==> src/rtl/if_prefetch_queue.sv <==
// if_prefetch_queue: PC owner issuing one-word icache fetches into a DEPTH-entry instruction queue
module if_prefetch_queue #(
    parameter int WIDTH = 32,
    parameter int DEPTH = 4,
    parameter logic [WIDTH-1:0] RESET_PC = 32'hbfc0_0000,
    parameter logic [WIDTH-1:0] EXC_PC = 32'hbfc0_0380
) (
    input  logic                     clk,
    input  logic                     rst,
    input  logic                     exc_valid,
    input  logic                     eret_valid,
    input  logic [WIDTH-1:0]         epc,
    input  logic                     jump_valid,
    input  logic [WIDTH-1:0]         jump_target,
    input  logic                     branch_valid,
    input  logic [WIDTH-1:0]         branch_target,
    output logic                     icache_req,
    output logic [WIDTH-1:0]         icache_addr,
    input  logic                     icache_ready,
    input  logic                     icache_rvalid,
    input  logic [WIDTH-1:0]         icache_rdata,
    output logic                     inst_valid,
    output logic [WIDTH-1:0]         inst_pc,
    output logic [WIDTH-1:0]         inst_data,
    output logic                     inst_adel,
    input  logic                     inst_ready,
    output logic [WIDTH-1:0]         fetch_pc,
    output logic [$clog2(DEPTH):0]   count
);
    localparam int AW = $clog2(DEPTH);
    logic [WIDTH-1:0] q_pc [DEPTH];
    logic [WIDTH-1:0] q_data [DEPTH];
    logic [DEPTH-1:0] q_adel;
    logic [AW-1:0] head, tail;
    logic [WIDTH-1:0] req_pc, target;
    logic busy, drop, redirect, misaligned, pop, resp, push_resp, push_adel, push, accept;
    logic [AW+1:0] occ;
    assign redirect = exc_valid || eret_valid || jump_valid || branch_valid;
    assign target = exc_valid ? EXC_PC : eret_valid ? epc : jump_valid ? jump_target : branch_target;
    assign misaligned = fetch_pc[1:0] != 2'b00;
    assign inst_valid = count != '0;
    assign pop = inst_valid && inst_ready;
    // a response only counts while a request is outstanding; stray rvalid after reset is ignored
    assign resp = busy && icache_rvalid;
    assign push_resp = resp && !drop && !redirect;
    // occupancy after this cycle including the outstanding request, used to avoid overflow
    assign occ = {1'b0, count} + (AW+2)'(busy) + (AW+2)'(push_resp) - (AW+2)'(pop);
    assign push_adel = misaligned && !redirect && !busy && occ < (AW+2)'(DEPTH);
    assign push = push_resp || push_adel;
    assign icache_req = !rst && !redirect && !misaligned && (!busy || icache_rvalid) && occ < (AW+2)'(DEPTH);
    assign accept = icache_req && icache_ready;
    assign icache_addr = {3'b000, fetch_pc[WIDTH-4:0]};
    assign inst_pc = q_pc[head];
    assign inst_adel = q_adel[head];
    assign inst_data = q_adel[head] ? '0 : q_data[head];
    // PC, outstanding-request tracking and queue pointers; redirect flushes and marks in-flight data stale
    always_ff @(posedge clk) begin
        if (rst) begin
            fetch_pc <= RESET_PC;
            req_pc <= '0;
            busy <= 1'b0;
            drop <= 1'b0;
            head <= '0;
            tail <= '0;
            count <= '0;
        end else if (redirect) begin
            fetch_pc <= target;
            busy <= busy && !icache_rvalid;
            drop <= busy && !icache_rvalid;
            head <= '0;
            tail <= '0;
            count <= '0;
        end else begin
            if (accept) begin
                fetch_pc <= fetch_pc + WIDTH'(4);
                req_pc <= fetch_pc;
            end
            busy <= accept || (busy && !icache_rvalid);
            if (resp) drop <= 1'b0;
            if (pop) head <= head + 1'b1;
            if (push) tail <= tail + 1'b1;
            count <= count + (AW+1)'(push) - (AW+1)'(pop);
        end
    end
    // queue storage; a misaligned PC enqueues an address-error entry instead of fetching
    always_ff @(posedge clk) begin
        if (!rst && push) begin
            q_pc[tail] <= push_adel ? fetch_pc : req_pc;
            q_data[tail] <= push_adel ? '0 : icache_rdata;
            q_adel[tail] <= push_adel;
        end
    end
endmodule

==> config.mk <==
export PLATFORM = sky130hd
export DESIGN_NAME = if_prefetch_queue
export DESIGN_NICKNAME = d
export VERILOG_FILES = /design/src/rtl/if_prefetch_queue.sv
export SDC_FILE = /design/constraint.sdc
export NUM_CORES = 1
export LEC_CHECK = 0
export BUFFER_PORTS_ARGS = -buffer_cell sky130_fd_sc_hd__buf_2
export CAP_MARGIN = 30
export CORE_MARGIN = 4
export CORE_UTILIZATION = 45
export CTS_CLUSTER_DIAMETER = 150
export DETAILED_ROUTE_END_ITERATION = 8
export GPL_TIMING_DRIVEN = 0
export PLACE_DENSITY = 0.71
export SYNTH_ARGS = -nofsm -noshare
export SYNTH_HDL_FRONTEND = slang
export SYNTH_SLANG_ARGS = --single-unit
==> constraint.sdc <==
create_clock -name clk -period 9.2 [get_ports clk]
set_input_delay 1.38 -clock clk [delete_from_list [all_inputs] [get_ports clk]]
set_output_delay 1.38 -clock clk [all_outputs]
set_load 0.02 [all_outputs]
==> qor.yml <==
run_status:
  status: "finished clean"
synthesis:
  synth.largest_area_cell: "edfxtp_1"
  yosysWarningCount: 0
  yosys_register_bits: 335
  syn_area_um2: 15000
  yosysTopAreaCellShare: 0.521
  syn_avg_cell_area_um2: 13.0
  synth_common_cells: "edfxtp_1, nand2_1, dfxtp_1"
  async_flop_share: 0
  ys.flop_type: "edfxtp_1"
  synthTopCellsByArea: "edfxtp_1, dfxtp_1, mux4_2"
  muxShareOfSynthArea: 0.125
  synth_enable_flop_cells: 260
  synth.distinct_cells: 66
  synth_xor_area_frac: 0.00351
  yosys.cell_count.top_type: "edfxtp_1"
  synthSimpleGateAreaFrac: 0.135
  synth_seq_area_share: 0.621
  synth_top_family_by_area: "simple AND/OR/NAND/NOR gates"
  syn_inst: 1148
  yosys.area_share.adder: 0.00885
  synth-compound-area-share: 0.0641
sta:
  worst_pin_slew_ns: 0.996
  rsz0062_at_grt: "false"
  relSlewSlack: 0.333
  period_share: 0.556
  setup_violations: 0
  worst_clock_skew_ns: 0.0151
  setup_ws_ns: 4.08
  hold_viol: 0
  fmax_mhz: 195
  slew_viol_final: 0
  min_period_ns: 5.12
die:
  rows: 66
  initial_core_util: 0.458
  die_h_um: 190
  ios: 271
  die_w_um: 190
  placeableCoreArea_um2: 32700
  die_area_um2: 36300
worst_setup_path:
  worst-setup-path-type: "in -> reg"
  cp-start-kind: "primary input"
  critPathArrivalTime_ns: 5.33
  crit_fanout: 11
  critPathSlowestCell: "nor3b_2"
  cp_common_cell: "buf_6"
  end_kind: "flip-flop"
  worstPathRequired_ns: 9.41
  crit_path_cell_trace: "buf_2 -> and2_1 -> clkbuf_1 -> ha_1 -> inv_1 -> ha_1 -> inv_1 -> a211oi_1 -> mux2i_1 -> nand3_2 -> inv_2 -> nor2_4 -> nor3b_2 -> buf_6 -> buf_8 -> buf_6 -> buf_6"
  crit_path_max_incr_delay_ns: 0.81
power:
  max-vdd-ir-drop_mv: 0.0975
  powerDensity_nw_per_um2: 179
  power_uw: 3290
  p_leak_uw: 0.00688
global_route:
  grt_pass1_vias: 10578
  grt_usage: 0.217
  grt_max_degree: 14
  grt_overflow: 0
  antenna_found_initial: 0
  grt_pass1_wl_mm: 61.1
route:
  vias_per_cell: 5.40
  wl_per_cell_um: 20.4
  dr.pass1.iters: 5
  ant_nets: 0
  initialDrtViolationCount: 727
  drc_errors: 0
  routed_wl_mm: 39.8
  vias: 10514
cts:
  post_cts_resized: 0
  h-tree-depth: 2
  cts_tree: "yes"
  postCtsSetupRepairBufs: 0
  cts-root-buf: "clkbuf_16"
  clkTransAtPathRegs_ns: 0.06
  clkLatencyLatePin_ns: 0.51
  cts_buffers: 35
  clk_path_buf_depth: 3
  hold_buffers: 0
  cts.sinks: 335
placement:
  port_buffers: 265
  gp_congestion: 0.937
  dp_hpwl_mm: 29.6
  dp_cells: 1885
  dp_slack_ns: 3.54
layout:
  drive_above_1_share: 0.319
  layout.nets: 1627
  regArea_um2: 9310
  multi_input_area_um2: 5080
  area_growth_pct: 22.9
  fillCellCount: 2741
  instances_no_fill: 1946
hold_path:
  hold_class: "reg -> reg"
job:
  max-cap-violations: 0
## path summary, 6_finish.rpt
kind	end	slack, ns	from	cells past startpoint
setup / recovery	q_data[3][13]	4.08	inst_ready	17
hold / removal	req_pc[19]	0.45	req_pc[19]	2
setup reg to reg	q_data[3][13]	4.42	count[1]	18
hold reg to reg	req_pc[19]	0.45	req_pc[19]	2
## metrics by stage
| step | setup TNS (ns) | util | area, um^2 | hold WS [ns] |
|---|---|---|---|---|
| 3_5_place_dp | 0 | 0.526 | 17200 | 0.447 |
| 2_1_floorplan | 0 | - | 15000 | 0.437 |
| 3_3_place_gp | -924.30 | 0.516 | 16900 | 0.442 |
| 6_report | 0 | 0.563 | 18400 | 0.454 |
| 4_1_cts | 0 | 0.563 | 18400 | 0.455 |
| 5_1_grt | 0 | 0.563 | 18400 | 0.474 |
## metal layers
layer	vias to the layer above	wire length, um	global-route usage
met5	-	0	0
li1	4905	-	-
met2	490	19600	0.373
met3	71	3200	0.0443
met4	0	1050	0.0588
met1	5048	16000	0.282
## cells in the final DEF (no fill, tap or decap), drive strengths merged, types with 3 or more instances in the layout
cell       n
nand3     18
inv       23
and3       8
nor3      17
bufinv     7
clkbuf    88
o31ai      9
nor2b     35
a31oi      7
mux2      11
a221o      3
nand2    197
a211oi     7
and2      36
nor4      14
ha         9
or3        4
or4        3
a221oi     3
dfxtp     75
o22ai      7
a211o      3
conb       3
a21oi     57
clkinv     9
mux4      65
edfxtp   260
nor3b      6
and4       5
o21ai     33
buf      350
mux2i     29
nand4     12
a2111oi    3
o21bai     4
xnor2      4
nand2b     6
nor2      48
## worst max-delay path: cells and delay by family
family | cells | cell delay (ns)
buffers and inverters | 9 | 1.58
AOI/OAI and AO/OA | 1 | 0.05
and+or+nand+nor | 4 | 1.45
muxes | 1 | 0.35
adders and majority gates | 2 | 0.50
## sequential cells by signal (all words and copies together), names as in the netlist, named ones only
| signal | flops |
|---|---|
| q_data | 128 |
| q_pc | 128 |
| fetch_pc | 32 |
| req_pc | 32 |
| q_adel | 4 |
| count | 3 |
| head | 2 |
| tail | 2 |
| busy | 1 |
| drop | 1 |
## area by class of cell
cell class	count	share of cell area
diodes	1	0.000136
plain buffers	101	0.0291
clock buffers	44	0.0517
clock inverters	16	0.0134
inverters	23	0.00469
multi-input cells	691	0.276
flip-flops and latches	335	0.506
well taps	442	0.0300
repair buffers	293	0.0898
## power breakdown
part / leakage [uW] / switching [uW] / internal [uW]
Combinational: 0.00320 / 101 / 71.6
Sequential: 0.00310 / 15.8 / 1630
Clock: 0.000582 / 551 / 925
## logic make-up after synthesis
logic type | after synthesis
and+or+nand+nor | 413
DFF | 335
AOI/OAI and AO/OA | 154
buffers and inverters | 124
muxes | 105
adders and majority gates | 10
xor gates and xnor gates | 6
other | 1
(Power assumes the default switching activity.)
